## config.mk

```make
export PLATFORM = sky130hd
export DESIGN_NAME = sprite_anim_renderer
export DESIGN_NICKNAME = d
export VERILOG_FILES = /design/src/rtl/sprite_anim_renderer.sv
export SDC_FILE = /design/constraint.sdc
export NUM_CORES = 1
export LEC_CHECK = 0
export ABC_AREA = 1
export BUFFER_PORTS_ARGS = -buffer_cell sky130_fd_sc_hd__buf_4
export CAP_MARGIN = 5
export CORE_ASPECT_RATIO = 0.6
export CORE_MARGIN = 10
export CORE_UTILIZATION = 33
export CTS_CLUSTER_DIAMETER = 200
export DETAILED_ROUTE_END_ITERATION = 16
export MAX_ROUTING_LAYER = met4
export PLACE_DENSITY = 0.59
export SLEW_MARGIN = 20
export SYNTH_ARGS = -nofsm -noshare
export SYNTH_HDL_FRONTEND = slang
export SYNTH_SLANG_ARGS = --single-unit
```

## constraint.sdc

```tcl
create_clock -name clk -period 10.8 [get_ports clk]
set_clock_uncertainty 0.1 [all_clocks]
set_input_delay 0.54 -clock clk [delete_from_list [all_inputs] [get_ports clk]]
set_output_delay 0.54 -clock clk [all_outputs]
set_load 0.03 [all_outputs]
```

## src/rtl/sprite_anim_renderer.sv

```systemverilog
// Sprite pixel pipeline: per-frame latched geometry, shared frame ROM addressing, colour key, hit flash.
// Latency: hcount/vcount sampled at cycle N -> sprite_on/sprite_rgb valid at N+3+ROM_LAT.
// Backpressure: none; accepts one pixel per cycle, never stalls.
module sprite_anim_renderer #(
  parameter int          SPR_W        = 126,
  parameter int          SPR_H        = 126,
  parameter int          NUM_FRAMES   = 36,
  parameter int          ADDR_W       = 20,
  parameter int          ROM_LAT      = 1,
  parameter logic [11:0] KEY_RGB      = 12'h000,
  parameter logic [11:0] FLASH_RGB    = 12'hFFF,
  parameter int          FLASH_FRAMES = 8
) (
  input  logic                          clk,
  input  logic                          rst,
  input  logic [9:0]                    hcount,
  input  logic [9:0]                    vcount,
  input  logic                          frame_start,
  input  logic [9:0]                    pos_x,
  input  logic [9:0]                    pos_y,
  input  logic                          facing_right,
  input  logic [$clog2(NUM_FRAMES)-1:0] frame_idx,
  input  logic                          hit,
  output logic [ADDR_W-1:0]             rom_addr,
  input  logic [11:0]                   rom_data,
  output logic                          sprite_on,
  output logic [11:0]                   sprite_rgb
);

  localparam int IDX_W    = $clog2(NUM_FRAMES);
  localparam int ROW_W    = $clog2(SPR_H);
  localparam int COL_W    = $clog2(SPR_W);
  localparam int FRAME_SZ = SPR_W * SPR_H;

  // Shadow geometry, held constant for a whole video frame
  logic [9:0]        r_px;
  logic [9:0]        r_py;
  logic              r_facing;
  logic [IDX_W-1:0]  r_idx;
  logic [ADDR_W-1:0] r_base;

  // Pixel pipeline
  logic              r_inside_a;
  logic [ROW_W-1:0]  r_row;
  logic [COL_W-1:0]  r_col;
  logic [ADDR_W-1:0] r_rom_addr;
  logic              r_inside_b;
  logic [ROM_LAT-1:0] r_in_pipe;
  logic              r_sprite_on;
  logic [11:0]       r_sprite_rgb;

  // Flash effect
  logic [7:0]        r_flash_cnt;
  logic              r_flash_act;

  // Bounding box compared at 11 bits so px+SPR_W past 1023 cannot wrap to a false hit near 0
  logic [10:0]       w_h11;
  logic [10:0]       w_v11;
  logic [10:0]       w_px_end;
  logic [10:0]       w_py_end;
  logic              w_inside;
  logic              w_idx_ok;
  logic [COL_W-1:0]  w_col_eff;
  logic [ADDR_W-1:0] w_pix_addr;
  logic              w_opaque;
  logic              w_flash_now;

  assign w_h11       = {1'b0, hcount};
  assign w_v11       = {1'b0, vcount};
  assign w_px_end    = {1'b0, r_px} + 11'(SPR_W);
  assign w_py_end    = {1'b0, r_py} + 11'(SPR_H);
  assign w_inside    = (w_h11 >= {1'b0, r_px}) && (w_h11 < w_px_end) &&
                       (w_v11 >= {1'b0, r_py}) && (w_v11 < w_py_end);
  assign w_idx_ok    = (32'(frame_idx) < NUM_FRAMES);
  assign w_col_eff   = r_facing ? r_col : (COL_W'(SPR_W - 1) - r_col);
  assign w_pix_addr  = r_base + ADDR_W'(r_row) * ADDR_W'(SPR_W) + ADDR_W'(w_col_eff);
  assign w_opaque    = r_in_pipe[ROM_LAT-1] && (rom_data != KEY_RGB);
  assign w_flash_now = (r_flash_cnt != 8'd0) && r_flash_cnt[1];

  // Capture geometry only on frame_start; out-of-range frame indices fall back to frame 0
  always_ff @(posedge clk or posedge rst) begin
    if (rst) begin
      r_px     <= '0;
      r_py     <= '0;
      r_facing <= 1'b1;
      r_idx    <= '0;
    end else if (frame_start) begin
      r_px     <= pos_x;
      r_py     <= pos_y;
      r_facing <= facing_right;
      r_idx    <= w_idx_ok ? frame_idx : '0;
    end
  end

  // Frame base address, one constant multiply registered off the shadow index
  always_ff @(posedge clk or posedge rst) begin
    if (rst) r_base <= '0;
    else     r_base <= ADDR_W'(r_idx) * ADDR_W'(FRAME_SZ);
  end

  // Stage A: box test and sprite-relative row/column
  always_ff @(posedge clk or posedge rst) begin
    if (rst) begin
      r_inside_a <= 1'b0;
      r_row      <= '0;
      r_col      <= '0;
    end else begin
      r_inside_a <= w_inside;
      r_row      <= ROW_W'(vcount - r_py);
      r_col      <= COL_W'(hcount - r_px);
    end
  end

  // Stage B: ROM address (mirrored column when facing left); outside the box park on base
  always_ff @(posedge clk or posedge rst) begin
    if (rst) begin
      r_rom_addr <= '0;
      r_inside_b <= 1'b0;
    end else begin
      r_rom_addr <= r_inside_a ? w_pix_addr : r_base;
      r_inside_b <= r_inside_a;
    end
  end

  // Delay the inside flag to line up with the ROM word
  always_ff @(posedge clk or posedge rst) begin
    if (rst) begin
      r_in_pipe <= '0;
    end else begin
      r_in_pipe[0] <= r_inside_b;
      for (int k = 1; k < ROM_LAT; k++) r_in_pipe[k] <= r_in_pipe[k-1];
    end
  end

  // Flash counter: hit (re)loads, frame_start counts down; active bit frozen per video frame
  always_ff @(posedge clk or posedge rst) begin
    if (rst) begin
      r_flash_cnt <= 8'd0;
      r_flash_act <= 1'b0;
    end else begin
      if (frame_start) r_flash_act <= w_flash_now;
      if (hit)                                     r_flash_cnt <= 8'(FLASH_FRAMES);
      else if (frame_start && r_flash_cnt != 8'd0) r_flash_cnt <= r_flash_cnt - 8'd1;
    end
  end

  // Output stage: colour key, flash substitution, black when not drawn
  always_ff @(posedge clk or posedge rst) begin
    if (rst) begin
      r_sprite_on  <= 1'b0;
      r_sprite_rgb <= 12'h000;
    end else begin
      r_sprite_on  <= w_opaque;
      r_sprite_rgb <= w_opaque ? (r_flash_act ? FLASH_RGB : rom_data) : 12'h000;
    end
  end

  assign rom_addr   = r_rom_addr;
  assign sprite_on  = r_sprite_on;
  assign sprite_rgb = r_sprite_rgb;

endmodule

```

==> metrics.md <==
| Metric | Value |
|---|---|
| RSZ-0062 raised after global routing | `false` |
| Global-route wire length before repair | `~30 mm` |
| Synth top area share | `0.336` |
| Via Count | `approximately 5800` |
| # fillers | `about 2300` |
| Post-CTS Setup Bufs | `0` |
| Post_cts resized | `0` |
| DIE AREA | `0.0295 mm^2` |
| TritonCTS Buffers | `9` |
| Average size of a mapped cell | `around 8.6 um^2` |
| Setup CP Type | `register to register` |
| Sequential element share of the synthesized area | `0.339` |
| Fmax | `0.198 GHz` |
| IO Pins | `96` |
| Synth Instances | `a little under 900` |
| FP Rows | `42` |
| DP Area | `roughly 0.0086 mm^2` |
| Hpwl dp | `between 10 and 15 mm` |
| Final setup violation count | `0` |
| Core area | `approximately 0.022 mm^2` |
| GP Congestion | `roughly 0.9` |
| Antenna Nets Post-Route | `0` |
| Min Tclk post-route | `roughly 5000 ps` |
| CTS Root Cell | `clkbuf_16` |
| Hold Crit Class | `input port to async pin` |
| CP Launch Type | `register` |
| Yosys reg bits | `about 100` |
| Worst-path clk slew | `approximately 80 ps` |
| Htree depth | `3` |
| Period utilization | `0.467` |
| Max_slew headroom | `0.507` |
| Least-Margin Pin Slew | `approximately 740 ps` |
| Finished Cell Area | `about 0.0089 mm^2` |
| Critical path arrival | `5190 ps` |
| Initial Utilization | `0.339` |
| Sink Count | `roughly 100` |
| Largest net degree at the start of global routing | `between 50 and 60` |
| Initial antenna violation count | `1` |
| Synth area leader | `dfrtp_1` |
| Layout net count | `around 1200` |
| Post-Syn Area | `roughly 0.0075 mm^2` |
| N_diodes | `0` |
| Drt drc | `0` |
| Top cells by area, synth | `dfrtp_1 (34%), ha_1 (17%), fa_1 (9.0%)` |
| WL final | `around 18 mm` |
| Vias in the first global route | `around 5900` |
| Synth Warn # | `0` |
| Wire length per cell | `~14 um` |
| CTS Buffer Depth | `2` |
| Worst endpoint required time | `10950 ps` |
| Final Max Slew Viols | `0` |
| Die Span Y | `137 um` |
| Total GRT Usage | `0.127` |
| Area Overhead vs Synth | `18.3%` |
| Hold-fix buffers, CTS | `0` |
| Critical Path End Type | `register` |
| First-pass iteration count of the detailed router | `5` |
| I/O Buffers | `95` |
| Clk_lat worst skew | `360 ps` |
| DRT iter0 DRCs | `between 200 and 300` |
| Endpoints failing hold | `0` |
| Critical path peak fanout | `5` |
| Status | `complete, no violations` |
| Max cap viols | `0` |
| Die X | `between 200 and 250 um` |
| Routed vias/inst | `4.49` |
| CTS tree | `yes` |
| Layout cells sized above 1 | `0.133` |
| GRT overflow | `0` |
| Post-synthesis net count | `approximately 1100` |
| Synth cell types | `34` |
| Setup_tns | `0 ps` |
state kept, by name (all words and copies together) (netlist names), 6 cells and up:
register,count
r_base,16
r_flash_cnt,8
r_col,7
r_py,10
r_px,10
sprite_rgb,12
r_row,7
rom_addr,20
r_idx,6
worst max-delay path, stage by stage, from the launching register on:
cell and delay [ps]:
dfrtp_1 400, inv_1 160, fa_1 490, fa_1 520, fa_1 550, inv_1 40
ha_1 340, a21oi_1 200, o21ai_0 140, a21oi_1 270, o21ai_0 120, nand2_1 70
nand2_1 50, ha_1 270, ha_1 360, nand2_1 100, o21ai_0 310, a21oi_1 120
nand2_1 120, nand2_1 70, xor2_1 130
Yosys cell counts:
cell,count
ha_1,103
nor2_1,67
nand2_4,1
buf_6,2
inv_1,145
fa_1,34
nand3_1,40
or2_1,1
o21ai_0,49
nand3b_1,5
inv_2,3
and3_1,1
a21oi_1,50
nand2_1,161
o21ai_2,3
xor2_1,29
a31oi_1,2
dfrtp_1,101
dfstp_2,1
o211ai_1,2
nand2_2,6
clkbuf_1,8
o21a_1,4
o21ai_1,4
a21o_1,6
xnor2_1,19
nor4_1,3
o22ai_1,2
nor2_2,1
a21oi_2,1
o31ai_1,1
nor3_1,4
buf_2,1
nand4_1,16
layout by cell type, fill, tap and decap left out, types with 4 or more instances in the layout:
| master | instances |
|---|---|
| dfrtp_1 | 101 |
| nor2_1 | 67 |
| o21ai_0 | 49 |
| a21oi_1 | 50 |
| nand3_1 | 40 |
| o21ai_1 | 4 |
| buf_4 | 97 |
| a21o_1 | 6 |
| o21a_1 | 4 |
| ha_1 | 103 |
| nand2_2 | 6 |
| nand3b_1 | 5 |
| nand4_1 | 16 |
| clkbuf_16 | 9 |
| fa_1 | 34 |
| inv_1 | 144 |
| nor3_1 | 4 |
| xnor2_1 | 19 |
| xor2_1 | 29 |
| nand2_1 | 161 |
cell type report:
cell class / instances / area, um^2 / area share
timing repair buffer: 97 / 728 / 0.0818
clock inverter: 6 / 77.6 / 0.00871
multi-input combinational: 615 / 4360 / 0.490
clock buffer: 10 / 239 / 0.0268
sequential: 102 / 2550 / 0.287
tap: 308 / 385 / 0.0433
inverter: 148 / 558 / 0.0627
layer usage:
| layer | track usage | vias to the layer above | share of wire |
|---|---|---|---|
| li1 | - | 2999 | - |
| met1 | 0.185 | 2640 | 0.56 |
| met2 | 0.176 | 122 | 0.39 |
| met3 | 0.0289 | 8 | 0.043 |
| met4 | 0.0241 | 0 | 0.0058 |
| met5 | - | - | 0 |
per-stage QoR:
stage                     std cells  hold slack (ps)   util  worst slack, ps
after floorplan                 876              231      -             6230
after global routing           1286              176  0.401             5360
after global placement         1270              237  0.386             5940
final                          1286              133  0.401             5760
after CTS                      1286              155  0.401             5780
after detailed placement       1270              237  0.386             5810
worst paths after layout:
path	startpoint	to	slack, ps	depth (start not counted)
setup / recovery	r_row[4]	rom_addr[18]	5760	20
hold / removal	rst	sprite_rgb[11]	130	2
setup reg to reg	r_row[4]	rom_addr[18]	5760	20
hold reg to reg	r_inside_b	r_in_pipe	250	0
max in group asynchronous	rst	r_row[3]	9320	3
min in group clk	hit	r_flash_cnt[7]	240	2
cells by family (layout without fill, tap and decap cells):
family                   count (synthesis)  in the layout  share of synthesized area
AND/OR/NAND/NOR                        306            306                      0.173
AO/OA/AOI/OAI                          124            124                     0.0894
adder cells (fa/ha/maj)                137            137                      0.262
XOR/XNOR                                48             48                     0.0558
buffers and inverters                  159            261                     0.0814
flip-flops                             102            102                      0.339
Power is left out: the tool's default activity adds up to more than one toggle a clock period on the data nets, which glitch-free logic cannot reach.
